`config.mk`:
```
export PLATFORM = sky130hd
export DESIGN_NAME = store_buffer_flat
export DESIGN_NICKNAME = d
export VERILOG_FILES = /design/src/rtl/store_buffer_if.sv /design/src/rtl/store_buffer.sv /design/src/flat_wrapper.sv
export SDC_FILE = /design/constraint.sdc
export NUM_CORES = 1
export LEC_CHECK = 0
export ABC_AREA = 1
export CORE_MARGIN = 2
export CORE_UTILIZATION = 51
export DETAILED_ROUTE_END_ITERATION = 10
export GPL_TIMING_DRIVEN = 0
export PLACE_DENSITY = 0.74
export SYNTH_ARGS = -nofsm -noshare
export SYNTH_HDL_FRONTEND = slang
export SYNTH_SLANG_ARGS = --single-unit
export TNS_END_PERCENT = 10
```
`constraint.sdc`:
```
create_clock -name clk -period 12.59 [get_ports clk]
set_clock_uncertainty 0.15 [all_clocks]
set_input_delay 1.8885 -clock clk [delete_from_list [all_inputs] [get_ports clk]]
set_output_delay 1.8885 -clock clk [all_outputs]
set_load 0.01 [all_outputs]
```
`src/rtl/store_buffer_if.sv`:
```
// Bundle of core-side store/read requests and memory-side ports for the store buffer.
// The buffer takes the slave view; whoever drives the core and memory side takes the master view.
interface store_buffer_if #(
    parameter int DEPTH = 4
);
    localparam int CW = $clog2(DEPTH) + 1;

    logic          s_valid;
    logic          s_ready;
    logic [29:0]   s_addr;
    logic [31:0]   s_wdata;
    logic [3:0]    s_wstrb;
    logic          r_valid;
    logic          r_ready;
    logic [29:0]   r_addr;
    logic          drain_en;
    logic          flush;
    logic          mem_rready;
    logic [29:0]   mem_raddr;
    logic          mem_wready;
    logic [29:0]   mem_waddr;
    logic [31:0]   mem_wdata;
    logic [3:0]    mem_wstrb;
    logic          empty;
    logic [CW-1:0] count;

    modport slave (
        input  s_valid, s_addr, s_wdata, s_wstrb, r_valid, r_addr, drain_en, flush,
        output s_ready, r_ready, mem_rready, mem_raddr, mem_wready, mem_waddr,
               mem_wdata, mem_wstrb, empty, count
    );

    modport master (
        output s_valid, s_addr, s_wdata, s_wstrb, r_valid, r_addr, drain_en, flush,
        input  s_ready, r_ready, mem_rready, mem_raddr, mem_wready, mem_waddr,
               mem_wdata, mem_wstrb, empty, count
    );
endinterface

```
`src/rtl/store_buffer.sv`:
```
// Merging write buffer between the core store port and the memory write port.
// Reads that hit an undrained store are held off while the buffer drains towards them.
module store_buffer #(
    parameter int DEPTH = 4
) (
    input  logic          clk,
    input  logic          resetb,
    store_buffer_if.slave bus
);
    localparam int CW = $clog2(DEPTH) + 1;
    localparam int PW = $clog2(DEPTH);

    logic [29:0]   addr_q [DEPTH];
    logic [31:0]   data_q [DEPTH];
    logic [3:0]    strb_q [DEPTH];

    logic [PW-1:0] head_q, head_d;
    logic [PW-1:0] tail_q, tail_d;
    logic [PW-1:0] tailIdx;
    logic [CW-1:0] count_q, count_d;
    logic          flushPend_q, flushPend_d;

    logic          nonEmpty;
    logic          full;
    logic          headMatch;
    logic          otherMatch;
    logic          pop;
    logic          hit;
    logic          merge;
    logic          accept;
    logic          push;
    logic          doMerge;

    // The head match is kept apart because a popping head is bypassed by memory.
    always_comb begin
        headMatch  = 1'b0;
        otherMatch = 1'b0;
        for (int k = 0; k < DEPTH; k++) begin
            if ((CW'(k) < count_q) && (addr_q[head_q + PW'(k)] == bus.r_addr)) begin
                if (k == 0) begin
                    headMatch = 1'b1;
                end else begin
                    otherMatch = 1'b1;
                end
            end
        end
    end

    assign nonEmpty = (count_q != '0);
    assign full     = (count_q == CW'(DEPTH));
    assign tailIdx  = tail_q - PW'(1);

    // No memory write may leave the block during a reset cycle.
    assign pop = !resetb && nonEmpty &&
                 (bus.drain_en || flushPend_q || full ||
                  (bus.r_valid && (headMatch || otherMatch)));
    assign hit = otherMatch || (headMatch && !pop);

    assign merge = nonEmpty && (bus.s_addr == addr_q[tailIdx]) &&
                   !((count_q == CW'(1)) && pop) && !flushPend_q;

    assign accept  = bus.s_valid && bus.s_ready;
    assign push    = accept && !merge;
    assign doMerge = accept && merge;

    always_comb begin
        head_d      = pop  ? head_q + PW'(1) : head_q;
        tail_d      = push ? tail_q + PW'(1) : tail_q;
        count_d     = count_q + CW'(push) - CW'(pop);
        flushPend_d = (flushPend_q || (bus.flush && nonEmpty)) && (count_d != '0);
    end

    always_ff @(posedge clk) begin
        if (resetb) begin
            head_q      <= '0;
            tail_q      <= '0;
            count_q     <= '0;
            flushPend_q <= 1'b0;
        end else begin
            head_q      <= head_d;
            tail_q      <= tail_d;
            count_q     <= count_d;
            flushPend_q <= flushPend_d;
        end
    end

    // Entry storage carries no reset; only entries below count are ever observed.
    always_ff @(posedge clk) begin
        if (push) begin
            addr_q[tail_q] <= bus.s_addr;
            data_q[tail_q] <= bus.s_wdata;
            strb_q[tail_q] <= bus.s_wstrb;
        end else if (doMerge) begin
            for (int b = 0; b < 4; b++) begin
                if (bus.s_wstrb[b]) begin
                    data_q[tailIdx][8*b +: 8] <= bus.s_wdata[8*b +: 8];
                end
            end
            strb_q[tailIdx] <= strb_q[tailIdx] | bus.s_wstrb;
        end
    end

    assign bus.s_ready    = !flushPend_q && (!full || merge);
    assign bus.r_ready    = !hit;
    assign bus.mem_rready = bus.r_valid && !hit;
    assign bus.mem_raddr  = bus.r_addr;
    assign bus.mem_wready = pop;
    assign bus.mem_waddr  = addr_q[head_q];
    assign bus.mem_wdata  = data_q[head_q];
    assign bus.mem_wstrb  = strb_q[head_q];
    assign bus.empty      = !nonEmpty;
    assign bus.count      = count_q;
endmodule

```
`src/flat_wrapper.sv`:
```
// flat-port wrapper written by rule: the top's interface ports become plain ports
module store_buffer_flat 
#(
    parameter int DEPTH = 4
)
  (clk, resetb, bus_s_valid, bus_s_addr, bus_s_wdata, bus_s_wstrb, bus_r_valid, bus_r_addr, bus_drain_en, bus_flush, bus_s_ready, bus_r_ready, bus_mem_rready, bus_mem_raddr, bus_mem_wready, bus_mem_waddr, bus_mem_wdata, bus_mem_wstrb, bus_empty, bus_count);
  store_buffer_if #(.DEPTH(DEPTH)) bus_i ();
  input  logic clk;
  input  logic resetb;
  input wire logic [$bits(bus_i.s_valid)-1:0] bus_s_valid;
  input wire logic [$bits(bus_i.s_addr)-1:0] bus_s_addr;
  input wire logic [$bits(bus_i.s_wdata)-1:0] bus_s_wdata;
  input wire logic [$bits(bus_i.s_wstrb)-1:0] bus_s_wstrb;
  input wire logic [$bits(bus_i.r_valid)-1:0] bus_r_valid;
  input wire logic [$bits(bus_i.r_addr)-1:0] bus_r_addr;
  input wire logic [$bits(bus_i.drain_en)-1:0] bus_drain_en;
  input wire logic [$bits(bus_i.flush)-1:0] bus_flush;
  output wire logic [$bits(bus_i.s_ready)-1:0] bus_s_ready;
  output wire logic [$bits(bus_i.r_ready)-1:0] bus_r_ready;
  output wire logic [$bits(bus_i.mem_rready)-1:0] bus_mem_rready;
  output wire logic [$bits(bus_i.mem_raddr)-1:0] bus_mem_raddr;
  output wire logic [$bits(bus_i.mem_wready)-1:0] bus_mem_wready;
  output wire logic [$bits(bus_i.mem_waddr)-1:0] bus_mem_waddr;
  output wire logic [$bits(bus_i.mem_wdata)-1:0] bus_mem_wdata;
  output wire logic [$bits(bus_i.mem_wstrb)-1:0] bus_mem_wstrb;
  output wire logic [$bits(bus_i.empty)-1:0] bus_empty;
  output wire logic [$bits(bus_i.count)-1:0] bus_count;
  assign bus_i.s_valid = bus_s_valid;
  assign bus_i.s_addr = bus_s_addr;
  assign bus_i.s_wdata = bus_s_wdata;
  assign bus_i.s_wstrb = bus_s_wstrb;
  assign bus_i.r_valid = bus_r_valid;
  assign bus_i.r_addr = bus_r_addr;
  assign bus_i.drain_en = bus_drain_en;
  assign bus_i.flush = bus_flush;
  assign bus_s_ready = bus_i.s_ready;
  assign bus_r_ready = bus_i.r_ready;
  assign bus_mem_rready = bus_i.mem_rready;
  assign bus_mem_raddr = bus_i.mem_raddr;
  assign bus_mem_wready = bus_i.mem_wready;
  assign bus_mem_waddr = bus_i.mem_waddr;
  assign bus_mem_wdata = bus_i.mem_wdata;
  assign bus_mem_wstrb = bus_i.mem_wstrb;
  assign bus_empty = bus_i.empty;
  assign bus_count = bus_i.count;
  store_buffer #(.DEPTH(DEPTH)) u_core (.clk(clk), .resetb(resetb), .bus(bus_i));
endmodule
```
Yosys cells after proc, flatten, opt, wreduce, memory -nomap -nowiden. Memories as Yosys holds them, arrays and structs flattened. A register that Yosys moved wholly into a read port is not among the register bits. Index checks and enable logic that the tools add are counted.

Register bits: 8. Bits in latches: 0. Bits in writable memories: 264. ROM bits: 0. Input port bits: 102. Output and inout bits: 104. Memories: 3.

Add/sub/neg operators: 7. $mul: 0. Divide/modulo/power cells: 0. Order comparisons: 4. Eq/ne operators: 7. Shift-type cells: 0. Muxes and demuxes: 37. Bitwise operators: 1. Reductions and logical operators: 38.

Memory list: u_core.data_q (depth 4, width 32, read ports 1, clocked after Yosys merged registers in 1, wr ports 1, line store_buffer.sv:14) `logic [31:0] data_q [DEPTH];`; u_core.addr_q (depth 4, width 30, read ports 5, clocked after Yosys merged registers in 1, wr ports 1, line store_buffer.sv:13) `logic [29:0] addr_q [DEPTH];`; u_core.strb_q (depth 4, width 4, read ports 2, clocked after Yosys merged registers in 1, wr ports 1, line store_buffer.sv:15) `logic [3:0] strb_q [DEPTH];`.

Operators by type and width (count): $eq A30 B30 Y1 (5); $mux W32 (1); $reduce_or A32 Y1 (1); $mux W1 (26); $logic_and A1 B1 Y1 (19); $mux W2 (8); $logic_not A1 Y1 (8); $mux W4 (2); $logic_or A1 B1 Y1 (7); $lt A1 B3 Y1 const A (2); $lt A2 B3 Y1 const A (2); $reduce_bool A3 Y1 (2); $add A2 B1 Y2 const B (2); $add A2 B2 Y2 const B (2); $or A4 B4 Y4 (1); $reduce_or A4 Y1 (1); $add A3 B1 Y3 (1); $eq A3 B1 Y1 const B (1); $eq A3 B3 Y1 const B (1); $sub A3 B1 Y3 (1); $sub A2 B1 Y2 const B (1).

Logic depth before layout (Yosys ltp). An unclocked memory read counts as a cell.

Depth in word-level cells: 24. Gate-level depth with buffers: 29. Gate-level depth less buffers: 26.

Worst setup path after synthesis. OpenSTA, ideal clock, no wires.

Path kind: input to output. From: input port bus_r_addr[12]. To: output port bus_mem_rready. Arrival time: 3.362 ns. Setup slack: 7.190 ns. Stages: 15. Buffers on the path: 0. Path through: inv_1 > nand3_1 > nand2_1 > nand3_1 > nor2_1 > nand2_1 > nor2_1 > nand3_1 > nand3_2 > nand2_2 > nand2_2 > nand2_1 > inv_1 > nand3_1 > a21boi_0.

Word-level cells in the longest chain between the ends: 14.

Ends and longest elaborated chain: start: declaration (line flat_wrapper.sv:15) `input wire logic [$bits(bus_i.r_addr)-1:0] bus_r_addr;`; $eq A30 B30 Y1 (line store_buffer.sv:39) `if ((CW'(k) < count_q) && (addr_q[head_q + PW'(k)] == bus.r_addr)) begin`; $logic_and A1 B1 Y1 (line store_buffer.sv:39); $mux W1 (3 in a row) (line store_buffer.sv:39); $logic_or A1 B1 Y1 (*) (line store_buffer.sv:56) `(bus.r_valid && (headMatch || otherMatch)));`; $logic_and A1 B1 Y1 (*) (line store_buffer.sv:56); $logic_or A1 B1 Y1 (*) (line store_buffer.sv:55) `(bus.drain_en || flushPend_q || full ||`; $logic_and A1 B1 Y1 (*) (line store_buffer.sv:54) `assign pop = !resetb && nonEmpty &&`; via bus_mem_wready (line flat_wrapper.sv:22) `output wire logic [$bits(bus_i.mem_wready)-1:0] bus_mem_wready;`; $logic_not A1 Y1 (*) (line store_buffer.sv:57) `assign hit = otherMatch || (headMatch && !pop);`; $logic_and A1 B1 Y1 (*) (line store_buffer.sv:57); $logic_or A1 B1 Y1 (*) (line store_buffer.sv:57); $logic_not A1 Y1 (*) (line store_buffer.sv:105) `assign bus.mem_rready = bus.r_valid && !hit;`; $logic_and A1 B1 Y1 (*) (line store_buffer.sv:105); end: declaration (line flat_wrapper.sv:20) `output wire logic [$bits(bus_i.mem_rready)-1:0] bus_mem_rready;`.

Mark *: on every way through the listed nets, which the timed path passes. The rest lies on a longest branch.

Worst setup path in the final report.
From: register u_core.tail_q[0]. To: output port bus_s_ready.

Word-level cells in the longest chain between the ends: 8.

Ends and longest elaborated chain: start: declaration (line store_buffer.sv:18) `logic [PW-1:0] tail_q, tail_d;`; start signal: assignment (line store_buffer.sv:81) `tail_q <= tail_d;`; $sub A2 B1 Y2 (line store_buffer.sv:51) `assign tailIdx = tail_q - PW'(1);`; via u_core.tailIdx[0] (line store_buffer.sv:19) `logic [PW-1:0] tailIdx;`; $mem_v2 Z4 W30; $eq A30 B30 Y1 (line store_buffer.sv:59) `assign merge = nonEmpty && (bus.s_addr == addr_q[tailIdx]) &&`; $logic_and A1 B1 Y1 (2 in a row) (line store_buffer.sv:59); $logic_and A1 B1 Y1 (line store_buffer.sv:60) `!((count_q == CW'(1)) && pop) && !flushPend_q;`; $logic_or A1 B1 Y1 (line store_buffer.sv:103) `assign bus.s_ready = !flushPend_q && (!full || merge);`; $logic_and A1 B1 Y1 (line store_buffer.sv:103); end: declaration (line flat_wrapper.sv:18) `output wire logic [$bits(bus_i.s_ready)-1:0] bus_s_ready;`.

The timed path passes the listed nets, and every way through them passes these cells.

==> metrics.md <==
| Metric | Value |
|---|---|
| Outcome | `finished, final reports clean` |
| GP Congestion | `1.04` |
| Gr ovfl total | `0` |
| Antenna violations before repair | `1` |
| Final WL | `71.4 mm` |
| RSZ-0062 raised after global routing | `false` |
| Max Fanout on Critical Path | `11` |
| Top delay family on crit path | `buffers and inverters` |
| Switching power | `0.00202 W` |
| Initial core utilization | `51.7%` |
| Net Count, Synth | `2471` |
| Floorplan row count | `67` |
| Worst Path Arrival | `5730 ps` |
| Clock transition at the registers of the reported paths | `70 ps` |
| Post-synth EDFFs | `264` |
| Dominant cell type by area after synthesis | `edfxtp_1` |
| Post-CTS Setup Bufs | `0` |
| CP max-delay cell | `xor2_1` |
| Critical path type | `reg -> out` |
| Synth top area share | `45.8%` |
| Area after DPL | `20000 um2` |
| Final Net Count | `2709` |
| Mean post-synth cell area | `7.33 um2` |
| CTS tree | `built` |
| Area delta synth->final | `20.9%` |
| I/O pins | `206` |
| Core box area | `33400 um2` |
| Die W | `188 um` |
| Cell area after layout | `20900 um2` |
| LEAKAGE | `9.20 nW` |
| Internal Power | `0.00234 W` |
| Cell Area, Synth | `17300 um2` |
| Critical Path Most Common Cell | `buf_2` |
| Startpoint Class | `flop` |
| Largest net degree at the start of global routing | `23` |
| Fin Setup TNS | `0 ps` |
| WP buf/inv | `7` |
| IO buf count | `205` |
| Tcrit/Tclk final | `61.7%` |
| Number of global-route vias before repair | `16700` |
| Drc violations | `0` |
| First-pass GRT wire length | `103 mm` |
| ANT cells | `0` |
| Max-Cap Viols | `0` |
| Comb power frac | `54.3%` |
| DP HPWL | `56.5 mm` |
| Ys async rst share | `0%` |
| Clock share of power | `18.3%` |
| Seq cells post-synth | `274` |
| Post-CTS Hold Buffers | `0` |
| Worst vdd ir | `0.169 mV` |
| Chip Height | `188 um` |
| Register share of total power | `27.4%` |
| Antenna-violating nets left | `0` |
| Main synth FF type | `edfxtp_1` |
| Vias per cell | `5.80` |
| Clock Tree Buf Depth | `3` |
| Initial drt markers | `2599` |
| Root Buffer Master | `clkbuf_16` |
| Synthesis Warnings | `0` |
| Tmin final | `7770 ps` |
| Final hold vios | `0` |
| DRT Pass-1 Iters | `6` |
| Critical path's largest stage delay | `590 ps` |
| Die area | `35400 um2` |
| Pins Over Slew Limit | `0` |
| Yosys cell types | `41` |
| Slew Limit Headroom | `12.1%` |
| Switching Share | `46.3%` |
| Reg2reg setup slack | `6080 ps` |
| CTS H-Tree Depth | `1` |
| Final setup viols | `0` |
| Most frequent cells in the layout | `nand2_1, edfxtp_1, clkdlybuf4s50_1, nor2_1, o21ai_0` |
| Slew of the pin with the lowest slew margin | `1310 ps` |
| Post-synthesis sequential area ratio | `47.0%` |
| Share of layout cells above drive strength 1 | `6.91%` |
| CP Capture Type | `output port` |
| Clock Latency Late Sink | `560 ps` |
| Ranking of synthesized cells by area | `edfxtp_1, nand2_1, o21ai_0` |
| Fmax | `0.129 GHz` |
| Post-CTS sizing | `0` |
| Total CTS buffers | `27` |
| Cell count after synthesis | `2360` |
| Vias | `17800` |
| Crit-path cells | `inv_2 > buf_2 > buf_2 > clkbuf_1 > ha_1 > buf_2 > buf_2 > a21oi_1 > xor2_1 > nand4_1 > nor2_1 > nand4_1 > nor2_2 > nand2_2 > nand2_1 > clkdlybuf4s50_1` |
| Commonest non-fill, non-tap cell in the layout | `nand2_1` |
| CTS Sinks | `274` |
| WL/cell | `23.3 um` |
| Power density cells | `209 nW/um2` |
| HP Class | `reg -> reg` |
| Required @ worst endpoint | `10550 ps` |
| Tot GR Track Use | `39.6%` |
## cell families after synthesis
logic type | Yosys count | synth area share, %
adder cells (fa/ha/maj) | 9 | 0.695
buffers and inverters | 301 | 7.99
XOR/XNOR | 21 | 1.06
flip-flops | 274 | 47.0
AND/OR/NAND/NOR | 1439 | 33.4
AO/OA/AOI/OAI | 316 | 9.87
## tightest hold or removal path, stage by stage (launching register included)
cell and delay (ps):
dfxtp_1 310, inv_1 60, nand2_1 60, o31ai_1 60, inv_1 40
## power groups by stage
stage	clock [W]	combinational, W	sequential [W]
6_report	0.000799	0.00237	0.00120
3_5_place_dp	0	0.00229	0.00121
5_1_grt	0.000834	0.00253	0.00120
3_3_place_gp	0	0.00224	0.00121
4_1_cts	0.000796	0.00230	0.00119
2_1_floorplan	0	0.00130	0.00118
## state kept, by name, indices dropped and copies added, names as in the netlist, named ones only
signal and flops:
u_core.head_q 2, u_core.addr_q 120, u_core.strb_q 16, u_core.data_q 128, u_core.tail_q 2, u_core.flushPend_q 1
u_core.bus.count 3
## final cells by class
cell class / instances / area, um2
fillers: 2903 / 12500
flip-flops and latches: 274 / 8130
multi-input cells: 1785 / 7820
repair buffers: 209 / 2140
plain buffers: 144 / 793
clock buffers: 34 / 742
inverters: 157 / 589
well taps: 448 / 561
clock inverters: 16 / 139
## path summary, 6_finish.rpt
kind / startpoint / endpoint / cells past startpoint
worst max-delay path: u_core.tail_q[0] / bus_s_ready / 16
worst min-delay path: u_core.flushPend_q / u_core.flushPend_q / 4
worst max register to register: u_core.tail_q[0] / u_core.data_q[2][0] / 17
worst min register to register: u_core.flushPend_q / u_core.flushPend_q / 4
## synth_stat cells, types with 8 or more instances
cell type  instances
nand2_1         1033
edfxtp_1         264
nor2_1           188
o21ai_0          171
nand3_1          168
inv_1            148
a21oi_1           62
buf_2             52
buf_4             42
clkbuf_1          40
o22ai_1           39
o21ai_1           21
nand4_1           19
xor2_1            18
dfxtp_1           10
inv_2              9
ha_1               8
## stage by stage
| stage | cells | utilization (%) | power (W) | hold WS, ps | setup WS (ps) |
|---|---|---|---|---|---|
| 2_1_floorplan | 2360 | - | 0.00248 | 368 | 7190 |
| 3_3_place_gp | 3013 | 59.5 | 0.00345 | 402 | 5400 |
| 3_5_place_dp | 3017 | 59.9 | 0.00349 | 409 | 5430 |
| 4_1_cts | 3067 | 62.5 | 0.00429 | 419 | 5050 |
| 5_1_grt | 3067 | 62.5 | 0.00456 | 454 | 4670 |
| 6_report | 3067 | 62.5 | 0.00437 | 415 | 4820 |
## routing by layer
metal,GRT usage (%),routed length [um],up-vias
met3,8.78,8420,212
met2,63.1,31600,1271
li1,-,-,8198
met4,22.4,4610,2
met5,0,13,-
met1,49.9,26800,8115
(Power assumes the default switching activity.)
